**config.mk**
```make
export PLATFORM = sky130hd
export DESIGN_NAME = mem_burst_arbiter
export DESIGN_NICKNAME = d
export VERILOG_FILES = /design/src/rtl/mem_burst_arbiter.sv
export SDC_FILE = /design/constraint.sdc
export NUM_CORES = 1
export LEC_CHECK = 0
export ABC_AREA = 1
export CORE_AREA = 2 2 211 213
export DETAILED_ROUTE_END_ITERATION = 8
export DIE_AREA = 0 0 213 215
export PLACE_DENSITY = 0.4
export SETUP_SLACK_MARGIN = 0.2
export SLEW_MARGIN = 0
export SYNTH_ARGS = -nofsm -noshare
export SYNTH_HDL_FRONTEND = slang
export SYNTH_SLANG_ARGS = --single-unit
```
**constraint.sdc**
```tcl
create_clock -name clk -period 2.6 [get_ports clk]
set_input_delay 0.52 -clock clk [delete_from_list [all_inputs] [get_ports clk]]
set_output_delay 0.52 -clock clk [all_outputs]
set_load 0.005 [all_outputs]
```
**src/rtl/mem_burst_arbiter.sv**
```systemverilog
// Round-robin arbiter sharing one mem_ctrl burst port between CH_NUM channels,
// each owning a write slot (2c) and a read slot (2c+1).
module mem_burst_arbiter #(
  parameter int unsigned CH_NUM        = 2,
  parameter int unsigned MEM_DATA_BITS = 64,
  parameter int unsigned ADDR_BITS     = 24,
  parameter int unsigned LEN_BITS      = 10
) (
  input  logic                            clk,
  input  logic                            rst,
  input  logic [CH_NUM-1:0]               ch_wr_burst_req,
  input  logic [CH_NUM*LEN_BITS-1:0]      ch_wr_burst_len,
  input  logic [CH_NUM*ADDR_BITS-1:0]     ch_wr_burst_addr,
  input  logic [CH_NUM*MEM_DATA_BITS-1:0] ch_wr_burst_data,
  output logic [CH_NUM-1:0]               ch_wr_burst_data_req,
  output logic [CH_NUM-1:0]               ch_wr_burst_finish,
  input  logic [CH_NUM-1:0]               ch_rd_burst_req,
  input  logic [CH_NUM*LEN_BITS-1:0]      ch_rd_burst_len,
  input  logic [CH_NUM*ADDR_BITS-1:0]     ch_rd_burst_addr,
  output logic [CH_NUM-1:0]               ch_rd_burst_data_valid,
  output logic [MEM_DATA_BITS-1:0]        ch_rd_burst_data,
  output logic [CH_NUM-1:0]               ch_rd_burst_finish,
  output logic                            wr_burst_req,
  output logic [LEN_BITS-1:0]             wr_burst_len,
  output logic [ADDR_BITS-1:0]            wr_burst_addr,
  input  logic                            wr_burst_data_req,
  output logic [MEM_DATA_BITS-1:0]        wr_burst_data,
  input  logic                            wr_burst_finish,
  output logic                            rd_burst_req,
  output logic [LEN_BITS-1:0]             rd_burst_len,
  output logic [ADDR_BITS-1:0]            rd_burst_addr,
  input  logic                            rd_burst_data_valid,
  input  logic [MEM_DATA_BITS-1:0]        rd_burst_data,
  input  logic                            rd_burst_finish,
  output logic                            busy,
  output logic [2:0]                      grant_slot
);

  localparam int unsigned Slots = 2 * CH_NUM;

  typedef enum logic [1:0] {StIdle, StWrBusy, StRdBusy, StZeroFin} state_e;

  state_e               state_q, state_d;
  logic [2:0]           last_q, grant_q, win_slot;
  logic                 win_found;
  logic [LEN_BITS-1:0]  len_q, win_len;
  logic [ADDR_BITS-1:0] addr_q, win_addr;
  logic                 wr_req_q, rd_req_q, zfin_q;
  logic [Slots-1:0]     req_vec;
  int unsigned          rr_idx;

  always_comb begin
    req_vec = '0;
    for (int unsigned c = 0; c < CH_NUM; c++) begin
      req_vec[2*c]   = ch_wr_burst_req[c];
      req_vec[2*c+1] = ch_rd_burst_req[c];
    end
  end

  // Scan from farthest to nearest so the slot right after last_q wins.
  always_comb begin
    win_found = 1'b0;
    win_slot  = '0;
    rr_idx    = 0;
    for (int unsigned i = Slots; i >= 1; i--) begin
      rr_idx = (32'(last_q) + i) % Slots;
      if (req_vec[rr_idx]) begin
        win_found = 1'b1;
        win_slot  = rr_idx[2:0];
      end
    end
  end

  always_comb begin
    win_len  = '0;
    win_addr = '0;
    for (int unsigned c = 0; c < CH_NUM; c++) begin
      if (32'(win_slot[2:1]) == c) begin
        if (win_slot[0]) begin
          win_len  = ch_rd_burst_len[c*LEN_BITS +: LEN_BITS];
          win_addr = ch_rd_burst_addr[c*ADDR_BITS +: ADDR_BITS];
        end else begin
          win_len  = ch_wr_burst_len[c*LEN_BITS +: LEN_BITS];
          win_addr = ch_wr_burst_addr[c*ADDR_BITS +: ADDR_BITS];
        end
      end
    end
  end

  always_ff @(posedge clk or posedge rst) begin
    if (rst) begin
      state_q <= StIdle;
    end else begin
      state_q <= state_d;
    end
  end

  always_comb begin
    state_d = state_q;
    unique case (state_q)
      StIdle: begin
        if (win_found) begin
          if (win_len == '0)    state_d = StZeroFin;
          else if (win_slot[0]) state_d = StRdBusy;
          else                  state_d = StWrBusy;
        end
      end
      StWrBusy:  if (wr_burst_finish) state_d = StIdle;
      StRdBusy:  if (rd_burst_finish) state_d = StIdle;
      StZeroFin: state_d = StIdle;
      default:   state_d = StIdle;
    endcase
  end

  always_ff @(posedge clk or posedge rst) begin
    if (rst) begin
      last_q   <= 3'(Slots - 1);
      grant_q  <= '0;
      len_q    <= '0;
      addr_q   <= '0;
      wr_req_q <= 1'b0;
      rd_req_q <= 1'b0;
      zfin_q   <= 1'b0;
    end else begin
      if (state_q == StIdle && win_found) begin
        grant_q <= win_slot;
        last_q  <= win_slot;
        len_q   <= win_len;
        addr_q  <= win_addr;
      end
      wr_req_q <= (state_d == StWrBusy);
      rd_req_q <= (state_d == StRdBusy);
      zfin_q   <= (state_q == StZeroFin);
    end
  end

  // Handshakes are routed only to the granted slot and only in the matching busy state.
  always_comb begin
    ch_wr_burst_data_req   = '0;
    ch_wr_burst_finish     = '0;
    ch_rd_burst_data_valid = '0;
    ch_rd_burst_finish     = '0;
    wr_burst_data          = '0;
    ch_rd_burst_data       = (state_q == StRdBusy) ? rd_burst_data : '0;
    for (int unsigned c = 0; c < CH_NUM; c++) begin
      if (32'(grant_q[2:1]) == c) begin
        if (state_q == StWrBusy && !grant_q[0]) begin
          ch_wr_burst_data_req[c] = wr_burst_data_req;
          ch_wr_burst_finish[c]   = wr_burst_finish;
          wr_burst_data           = ch_wr_burst_data[c*MEM_DATA_BITS +: MEM_DATA_BITS];
        end
        if (state_q == StRdBusy && grant_q[0]) begin
          ch_rd_burst_data_valid[c] = rd_burst_data_valid;
          ch_rd_burst_finish[c]     = rd_burst_finish;
        end
        if (zfin_q) begin
          if (grant_q[0]) ch_rd_burst_finish[c] = 1'b1;
          else            ch_wr_burst_finish[c] = 1'b1;
        end
      end
    end
    busy          = (state_q != StIdle);
    grant_slot    = grant_q;
    wr_burst_req  = wr_req_q;
    rd_burst_req  = rd_req_q;
    wr_burst_len  = len_q;
    rd_burst_len  = len_q;
    wr_burst_addr = addr_q;
    rd_burst_addr = addr_q;
  end

endmodule

```
==> summary.txt <==
Status
  • Status: finished clean

Finish
  • Commonest non-fill, non-tap cell in the layout: clkdlybuf4s50_1
  • Fin util: 27.2%
  • Layout cells sized above 1: 14.8%
  • Most frequent cells in the layout: clkdlybuf4s50_1 (465), nand2_1 (273), inv_1 (74), a21oi_1 (62), nor2_1 (60)
  • Final net count: 1,680
  • Layout fillers: 4,833
  • Final std cells w/o fill: 1,937
  • Area growth syn-to-layout: 154%

Place
  • I/O Buffers: 546
  • GPL Wtd Cong: 0.809
  • DP Wirelength: 27.7 mm
  • Placed cells: 1,884

Clock tree
  • Num CTS Buffers: 5
  • CTS max path bufs: 2
  • Clock Tree Root: clkbuf_16
  • CTS tree: built
  • Clk_lat worst skew: 0.30 ns
  • Hold-fix buffers, CTS: 0
  • Clk slew on worst S/H paths: 0.07 ns
  • Clock sinks: 43
  • H-tree Lvls: 2

Global route
  • Largest net degree at the start of global routing: 66
  • Grt total ovfl: 0
  • Vias in the first global route: 7,200
  • First-pass GRT wire length: 47.8 mm
  • Initial antenna violation count: 3
  • GRT Total Usage: 14.1%

Route
  • # DRC: 0
  • Vias: 7,387
  • DR pass1 iterations: 5
  • WL/cell: 18.9 um
  • Antenna Nets Post-Route: 0
  • Vias per cell: 3.81
  • 1st-iter DRT viols: 304
  • Final WL: 36.7 mm

Die
  • Core Region: 43,600 um2
  • FP Rows: 77
  • DIE WIDTH: 213 um
  • Initial Util: 10.7%
  • Die area: 45,800 um2
  • Ports: 548
  • Die Span Y: 215 um

Yosys
  • Seq cells post-synth: 43
  • Post-Syn Area: 4660 um2
  • Post-synth top area share: 23.8%
  • Net count after synthesis: 1,154
  • Netlist cell types: 30
  • Post-synth EDFFs: 0
  • Top_reg_cell synth: dfrtp_1
  • Synth top area cells: nand2_1 (24%), dfrtp_1 (22%), a21oi_1 (7.4%)
  • Cells after synthesis: 816
  • Synth warn: 0
  • Register area share after synthesis: 23.1%
  • Asr flop ratio synth: 100%
  • Syn Area/Cell: 5.72 um2
  • Yosys top cell by area: nand2_1

Critical path
  • Crit Path Max Fanout: 33
  • Crit start category: register
  • Crit end category: primary output
  • Worst Path Required: 2.08 ns
  • CP Data Arrival Time: 1.86 ns
  • WS Path Type: reg -> out

Timing
  • Final setup violation count: 0
  • Part of the cycle the worst path needs: 91.4%
  • Max Slew Vio Count: 0
  • Setup TNS: 0 ns
  • Crit path time final: 2.38 ns
  • Fmax: 421 MHz
  • WHS: 0.539 ns
  • Layout Skew: 0.00699 ns
  • RSZ-0062 raised after global routing: yes
  • Hold Fails Final Rpt: 0

Pwr
  • Leakage: 5.74 nW
  • Power Density: 1150 nW/um2
  • VDD IR-drop max: 1030 uV

Flow run
  • Total of max-cap violations: 0

Hold path
  • Hold Path Class: reg -> reg
[routing by layer]
metal / GRT usage [%] / vias to the layer above / share of wire, %
li1: - / 3597 / -
met1: 15.7 / 3406 / 38
met2: 26.1 / 354 / 51
met3: 4.46 / 28 / 9.8
met4: 2.40 / 2 / 1.6
met5: 0 / - / 0.052
[flip-flops by register name, summed over array words and instances (netlist names)]
| name | flops |
|---|---|
| rd_burst_addr | 24 |
| rd_burst_len | 10 |
| grant_slot | 2 |
| last_q | 2 |
| state_q | 2 |
| rd_burst_req | 1 |
| wr_burst_req | 1 |
| zfin_q | 1 |
[repair_timing]
action / 4_1_cts / 5_1_grt
setup buffers: 7 / 22
gates resized for setup: 74 / 141
endpoints found under the setup margin: 80 / 112
cloned: 4 / 10
pin swaps: 1 / 49
[synthesized netlist by cell type, types with 6 or more instances]
| master | instances |
|---|---|
| a21oi_1 | 69 |
| a22o_1 | 24 |
| a31oi_1 | 25 |
| buf_1 | 11 |
| buf_2 | 15 |
| buf_4 | 36 |
| buf_6 | 6 |
| clkbuf_1 | 24 |
| dfrtp_1 | 41 |
| inv_1 | 79 |
| nand2_1 | 296 |
| nand2_2 | 6 |
| nand3_1 | 65 |
| nor2_1 | 83 |
| o21ai_0 | 11 |
[critical path: stages (launching register included)]
cell	delay (ns)
dfrtp_2	0.44
nor2_2	0.16
inv_4	0.09
buf_16	0.18
nor2_1	0.13
clkdlybuf4s50_1	0.52
[power by group]
group	switching, W	total, W	internal, W
Clock	0.000308	0.000762	0.000454
Sequential	0.000377	0.00145	0.00107
Combinational	0.00592	0.0114	0.00546
Total	0.00661	0.0136	0.00698
[final cells by class]
type | count | area [um2] | area share (%)
Timing Repair Buffer | 609 | 6350 | 53.5
Multi-Input combinational cell | 597 | 3170 | 26.7
Sequential cell | 43 | 1080 | 9.11
Tap cell | 592 | 741 | 6.24
Inverter | 86 | 345 | 2.91
Clock buffer | 5 | 125 | 1.05
Clock inverter | 3 | 43.8 | 0.369
Antenna cell | 2 | 5.00 | 0.0422
[stage by stage]
step	setup slack, ns	power, W	cell area [um2]
floorplan	0.552	0.00656	4660
global placement	-0.0584	0.0106	10600
detailed placement	-0.131	0.0107	10600
CTS	0.0685	0.0118	11000
global route	0.0933	0.0147	11900
finish	0.225	0.0136	11900
[worst paths after layout]
kind                                   start              endpoint  slack, ns  depth (start not counted)
max                               state_q[0]  ch_rd_burst_data[49]       0.22                          5
min                        rd_burst_addr[17]     rd_burst_addr[17]       0.54                          1
max reg2reg                        last_q[0]          wr_burst_req       0.28                         17
min reg2reg                rd_burst_addr[17]     rd_burst_addr[17]       0.54                          1
max in group asynchronous                rst             last_q[0]       1.75                          3
min in group asynchronous                rst                zfin_q       0.58                          3
[kinds of logic after synthesis]
| kind of cell | count (synthesis) | share of synthesized area (%) |
|---|---|---|
| AOI/OAI and AO/OA | 133 | 17.1 |
| buffers and inverters | 178 | 18.7 |
| DFF | 43 | 23.1 |
| other | 1 | 0.0804 |
| and+or+nand+nor | 461 | 40.9 |
No activity file was read; power rests on OpenSTA's default activity.
